==> src/rtl/cond_flag_unit.sv <==
// ============================================================================
// Module  : cond_flag_unit
// Brief   : NZCV flag register, ARM condition evaluation, gating of the
//           write/branch strobes and executed/skipped instruction counters.
//           Define COND_FULL_EN to decode all 16 condition codes
//           (otherwise only EQ, NE and AL are decoded).
// Revision: 1.0 - initial release
// ============================================================================
`default_nettype none

module cond_flag_unit #(
  parameter int CNT_W = 16
) (
  input  logic             clk,
  input  logic             reset,
  input  logic             InstrValid,
  input  logic [3:0]       Cond,
  input  logic [3:0]       ALUFlags,
  input  logic [1:0]       FlagW,
  input  logic             RegW,
  input  logic             MemW,
  input  logic             PCS,
  input  logic             NoWrite,
  output logic             CondEx,
  output logic             RegWrite,
  output logic             MemWrite,
  output logic             PCSrc,
  output logic [3:0]       Flags,
  output logic [CNT_W-1:0] ExecCount,
  output logic [CNT_W-1:0] SkipCount
);

  logic [3:0]       r_flags;
  logic [CNT_W-1:0] r_exec_cnt;
  logic [CNT_W-1:0] r_skip_cnt;

  logic w_n;
  logic w_z;
  logic w_c;
  logic w_v;
  logic w_cond_ex;
  logic w_strobe_en;

  assign w_n = r_flags[3];
  assign w_z = r_flags[2];
  assign w_c = r_flags[1];
  assign w_v = r_flags[0];

  // Condition is always evaluated against the stored flags, never ALUFlags,
  // so a flag-setting conditional instruction tests the previous result.
  always_comb begin
    w_cond_ex = 1'b0;
    case (Cond)
`ifdef COND_FULL_EN
      4'b0000: w_cond_ex = w_z;
      4'b0001: w_cond_ex = ~w_z;
      4'b0010: w_cond_ex = w_c;
      4'b0011: w_cond_ex = ~w_c;
      4'b0100: w_cond_ex = w_n;
      4'b0101: w_cond_ex = ~w_n;
      4'b0110: w_cond_ex = w_v;
      4'b0111: w_cond_ex = ~w_v;
      4'b1000: w_cond_ex = w_c & ~w_z;
      4'b1001: w_cond_ex = ~w_c | w_z;
      4'b1010: w_cond_ex = (w_n == w_v);
      4'b1011: w_cond_ex = (w_n != w_v);
      4'b1100: w_cond_ex = ~w_z & (w_n == w_v);
      4'b1101: w_cond_ex = w_z | (w_n != w_v);
      4'b1110: w_cond_ex = 1'b1;
      default: w_cond_ex = 1'b0;
`else
      4'b0000: w_cond_ex = w_z;
      4'b0001: w_cond_ex = ~w_z;
      4'b1110: w_cond_ex = 1'b1;
      default: w_cond_ex = 1'b0;
`endif
    endcase
  end

  // Reset overrides the strobes combinationally, not just at the next edge.
  assign w_strobe_en = InstrValid & w_cond_ex & ~reset;

  assign CondEx    = w_cond_ex;
  assign RegWrite  = RegW & ~NoWrite & w_strobe_en;
  assign MemWrite  = MemW & w_strobe_en;
  assign PCSrc     = PCS & w_strobe_en;
  assign Flags     = r_flags;
  assign ExecCount = r_exec_cnt;
  assign SkipCount = r_skip_cnt;

  always_ff @(posedge clk or posedge reset) begin
    if (reset) begin
      r_flags <= 4'b0000;
    end else if (InstrValid && w_cond_ex) begin
      if (FlagW[1]) r_flags[3:2] <= ALUFlags[3:2];
      if (FlagW[0]) r_flags[1:0] <= ALUFlags[1:0];
    end
  end

  always_ff @(posedge clk or posedge reset) begin
    if (reset) begin
      r_exec_cnt <= '0;
      r_skip_cnt <= '0;
    end else if (InstrValid) begin
      if (w_cond_ex) r_exec_cnt <= r_exec_cnt + 1'b1;
      else           r_skip_cnt <= r_skip_cnt + 1'b1;
    end
  end

endmodule

`default_nettype wire

==> config.mk <==
export PLATFORM = sky130hd
export DESIGN_NAME = cond_flag_unit
export DESIGN_NICKNAME = d
export VERILOG_FILES = /design/src/rtl/cond_flag_unit.sv
export SDC_FILE = /design/constraint.sdc
export NUM_CORES = 1
export LEC_CHECK = 0
export ABC_AREA = 1
export CAP_MARGIN = 0
export CORE_MARGIN = 2
export CORE_UTILIZATION = 53
export CTS_CLUSTER_DIAMETER = 40
export DETAILED_ROUTE_END_ITERATION = 8
export PLACE_DENSITY = 0.85
export SETUP_SLACK_MARGIN = 0.05
export SLEW_MARGIN = 20
export SYNTH_ARGS = -nofsm -noshare
export SYNTH_HDL_FRONTEND = slang
export SYNTH_SLANG_ARGS = --single-unit
export TNS_END_PERCENT = 10
==> constraint.sdc <==
create_clock -name clk -period 2.6 [get_ports clk]
set_clock_uncertainty 0.1 [all_clocks]
set_input_delay 0.39 -clock clk [delete_from_list [all_inputs] [get_ports clk]]
set_output_delay 0.39 -clock clk [all_outputs]
set_load 0.02 [all_outputs]
Word level (Yosys, flattened, before mapping)
Cells that the tools add are included.

storage, ports and cells
  output and inout bits = 40
  input port bits = 17
  bits in registers = 36

cells by class
  reduce and logical (&&, ||, !) cells = 6
  multiplexer cells = 1
  eq/ne operators = 2
  add/subtract/negate cells = 2
  bitwise operators = 10

operators by type and width
  operator                 count
  $add A16 B1 Y16 const B  2
  $reduce_and A2 Y1        4
  $and A1 B1 Y1            6
  $eq A4 B1 Y1 const B     1
  $eq A4 B4 Y1 const B     1
  $logic_not A4 Y1         1
  $not A1 Y1               4
  $pmux W1 S3              1
  $logic_and A1 B1 Y1      1

Longest topological paths before layout
  depth in word-level cells = 5
  depth in mapped cells = 9
  depth with buffers taken out = 8

Worst setup path after synthesis
No wires, ideal clock.

  path kind = register to output
  start = register r_flags[2], in the netlist Flags[2]
  end = output port MemWrite
  stages on the path, launching flop included = 7
  path buffers = 1
  data arrival time = 1.383 ns
  data required time = 2.110 ns
  slack = 0.727 ns
  cells stage by stage = dfrtp_1 > nand2_1 > nand4_2 > nand2_4 > nand2_4 > buf_6 > nor3_2

on the way
  word-level cells in the longest chain between the ends = 5

ends and longest elaborated chain
  item                             RTL line  text
  from (decl)                      33        logic [3:0] r_flags;
  from (signal assigned)           95        if (FlagW[1]) r_flags[3:2] <= ALUFlags[3:2];
  $not A1 Y1                       73        4'b0001: w_cond_ex = ~w_z;
  $pmux W1 S3 (*)                  53        case (Cond)
  named net CondEx                 24        output logic CondEx,
  $and A1 B1 Y1 (*) (2 in series)  81        assign w_strobe_en = InstrValid & w_cond_ex & ~reset;
  $and A1 B1 Y1 (*)                85        assign MemWrite = MemW & w_strobe_en;
  to (decl)                        26        output logic MemWrite,

The timed path passes the listed nets; every way through them passes the cells marked *.

Worst setup path in the final report
  start = input port Cond[0]
  end = output port CondEx

on the way
  word-level cells in the longest chain between the ends = 2
  elaborated cells between the ends (all ways) = 4

ends and longest elaborated chain
  item                                  RTL line  text
  from (decl)                           17        input logic [3:0] Cond,
  $eq A4 B4 Y1 (tied with other cells)  53
  $pmux W1 S3 (*)                       53
  to (decl)                             24

Every way passes the cells marked *; elsewhere a longest branch is shown, timed or not.

==> key figures <==
Status
  • Status: finished clean

STA
  • Final Max Slew Viols: 0
  • Final Setup Violations: 0
  • Final Cycle Share: around 95%
  • Slew headroom: 69.58%
  • Final setup TNS: 0 ns
  • Least-Margin Pin Slew: 0.4563 ns
  • Upper clock frequency limit: ~410 MHz
  • Final hold viol count: 0
  • RSZ-0062 raised after global routing: false
  • Final Critical Period: ~2.5 ns

Global routing
  • Gr ovfl total: 0
  • Vias in the first global route: 2,156
  • Total GRT Usage: 23.45%
  • Initial antenna violation count: 0
  • Largest net degree at the start of global routing: 37
  • First-pass GRT wire length: 9335 um

Critical path
  • Crit path buf inv count: 4
  • Worst Path Max Fanout: 7
  • Max incr delay on CP: 0.60 ns
  • Worst path slowest cell: clkdlybuf4s50_1
  • WP data required: ~2.1 ns
  • Worst r2r src: SkipCount[0]
  • Top delay family on crit path: buffers and inverters
  • Critical Path End Type: output pin
  • R2R depth: 8
  • CP cell instances: clkdlybuf4s50_1 -> inv_1 -> nand2_1 -> nand4_2 -> nand2_4 -> buf_4 -> clkdlybuf4s50_1
  • Critical Path AT: about 2.0 ns
  • CP startpoint kind: primary input
  • Most frequent CP cell: clkdlybuf4s50_1
  • Critical setup path kind: in2out
  • R2R setup slack: 0.96 ns
  • Reg2reg end: SkipCount[14]

Drt
  • First drt pass iteration count: 5
  • Post-DR vias/cell: 5.174
  • Vias post-DR: ~2.3k
  • Routed WL: about 5400 um
  • Detail Route Antenna Nets: 0
  • Starting DRT DRC Count: 107
  • Wire length per cell: 12.27 um
  • DRC viols: 0

Layout
  • Layout cells sized above 1: under 10%
  • Area delta synth->final: 30.53%
  • Design Area, Final: 3007 um^2
  • Diodes inserted: 0
  • Nets: 405

Clock tree
  • Cts bufs inserted: 5
  • Num Clock Sinks: 36
  • CTS clk-pin slew, worst paths: 0.07 ns
  • CTS tree: yes
  • H-tree levels: 2
  • CTS root buf: clkbuf_8
  • Post-CTS Setup Repair Bufs: 0
  • Clock Path Buffers: 2
  • Clock Latency Late Sink: 0.29 ns

Die
  • Ports: 57
  • Cell Rows: 23
  • Die Area: 4890 um^2
  • Die W: 69.93 um
  • CORE AREA: 4086 um^2
  • Starting Density: 56.37%
  • Chip height: 69.93 um

Synth
  • Synth Area per Inst: 7.109 um^2
  • Mapped Cells: 324
  • XOR/XNOR Fraction of Synth Area: 5.323%
  • Synth Area in Compound Gates: 2.336%
  • Multiplexer share of the synthesized area: 0%
  • Total of warnings raised by yosys: 0
  • Synth Area in Adders: 1.086%
  • Proportion of synthesized chip area in sequential cells: roughly two fifths
  • Flops & latches, synth: 36
  • Number of library cell types mapped by synthesis: 23
  • Main combinational cell family by area after synthesis: simple AND/OR/NAND/NOR gates
  • Post-Syn Nets: 343
  • Mapped Area: 2303 um^2
  • Synth Area in Simple Gates: 44.81%

Place
  • GPL Wtd Cong: ~0.83
  • DP Wirelength: 3932 um
  • IO buf count: 56
  • Placed Area: 2909 um^2

Run
  • Max_cap viols: 0

Power
  • Logic pwr share: 34.4%
  • Clock network power share: 22.6%
  • Lkg Pwr: 0.001383 uW
  • Worst VDD drop: 0.0006318 V
  • Total power: 1840 uW
  • Switch share: 37.02%
  • Sw Pwr: 681.2 uW
  • Reg power frac: between 40% and 50%
  • Int Pwr: approximately 1200 uW
  • Power Density: 612.0 nW/um^2

Min path
  • End of the worst hold path: Flags[1]
  • Hold WC Path Type: reg2reg
  • Hold path depth: 2
  • Critical hold path startpoint: Flags[1]
[cell usage after synthesis]
cell      number  area share, %
nand2_1      148             24
dfrtp_1       36             39
inv_1         27            4.4
nor2_1        23            3.7
nand3_1       16            3.5
nand4_1       16            4.3
xnor2_1        9            3.4
nand2_2        7            1.9
o21ai_1        6            1.3
nor2_4         5            2.4
xor2_1         5            1.9
buf_6          4            2.0
nor2_2         4            1.1
nor3_2         3            1.3
o21ai_0        3           0.65
buf_2          2           0.43
ha_1           2            1.1
nand2_4        2           0.98
nand3_2        2           0.87
clkinv_4       1           0.38
inv_2          1           0.16
nand4_2        1           0.54
o21ai_2        1           0.38
[worst min-delay path: cells and delay by family, from the launching register on]
family / cells / cell delay, ns
DFF: 1 / 0.35
and+or+nand+nor: 2 / 0.10
[repair_timing]
action	4_1_cts	5_1_grt
setup endpoints to repair	0	3
hold buffers	0	0
gates resized for setup	0	3
hold endpoints to repair	0	0
[per-layer routing]
| layer | track usage (%) | vias to the layer above | share of wire, % |
|---|---|---|---|
| li1 | - | 1149 | - |
| met3 | 5.483 | 11 | 5.3 |
| met2 | 42.01 | 66 | 50 |
| met5 | 0 | - | 0 |
| met1 | 27.33 | 1035 | 43 |
| met4 | 8.120 | 0 | 1.7 |
[worst max-delay path by stage]
| stage | slack, ns | startpoint | depth (start not counted) | end |
|---|---|---|---|---|
| global placement | 0.12 | Cond[0] | 8 | RegWrite |
| floorplan | 0.73 | Flags[2] | 6 | MemWrite |
| global route | 0.05 | Cond[0] | 7 | CondEx |
| CTS | 0.06 | Cond[0] | 8 | RegWrite |
| detailed placement | 0.07 | Cond[0] | 8 | RegWrite |
| finish | 0.14 | Cond[0] | 7 | CondEx |
[state kept, by name, indices dropped and copies added, names as in the netlist]
signal and count:
Flags 4, SkipCount 16, ExecCount 16
[through the flow]
stage               utilization (%)  instances  hold WS, ns  setup WS, ns
floorplan                         -        324       0.4408        0.7274
global placement              71.19        429       0.3574        0.1195
detailed placement            71.19        429       0.3627       0.06548
CTS                           73.39        437       0.3797       0.06385
global route                  73.58        437       0.4022       0.05006
finish                        73.58        437       0.3764        0.1421
[cell usage in the layout (no fill, tap or decap), drive strengths merged]
cell	n
nand2	157
clkdlybuf4s50	53
dfrtp	36
nor2	32
inv	28
nand3	18
nand4	17
o21ai	10
xnor2	9
clkbuf	8
xor2	5
buf	5
nor3	3
dlymetal6s2s	3
ha	2
clkinv	1
[power by group through the flow]
stage                     sequential, uW  combinational, uW  clock, uW
final                                792                633        415
after global routing                 809                697        453
after CTS                            790                639        427
after detailed placement             800                635          0
after global placement               798                614          0
after floorplan                      891                258          0
[final cells by class]
class | count | area (um^2)
repair buffers | 61 | 605.6
flip-flops and latches | 36 | 900.9
inverters | 29 | 113.9
fillers | 329 | 1080
clock buffers | 8 | 90.09
well taps | 50 | 62.56
multi-input cells | 253 | 1234
[kinds of logic after synthesis]
logic type,after synthesis
compound gates,10
fa+ha+maj,2
buf+inv,35
simple gates,227
xor+xnor,14
flops,36
Note: power is estimated with default switching activity, not from simulation.
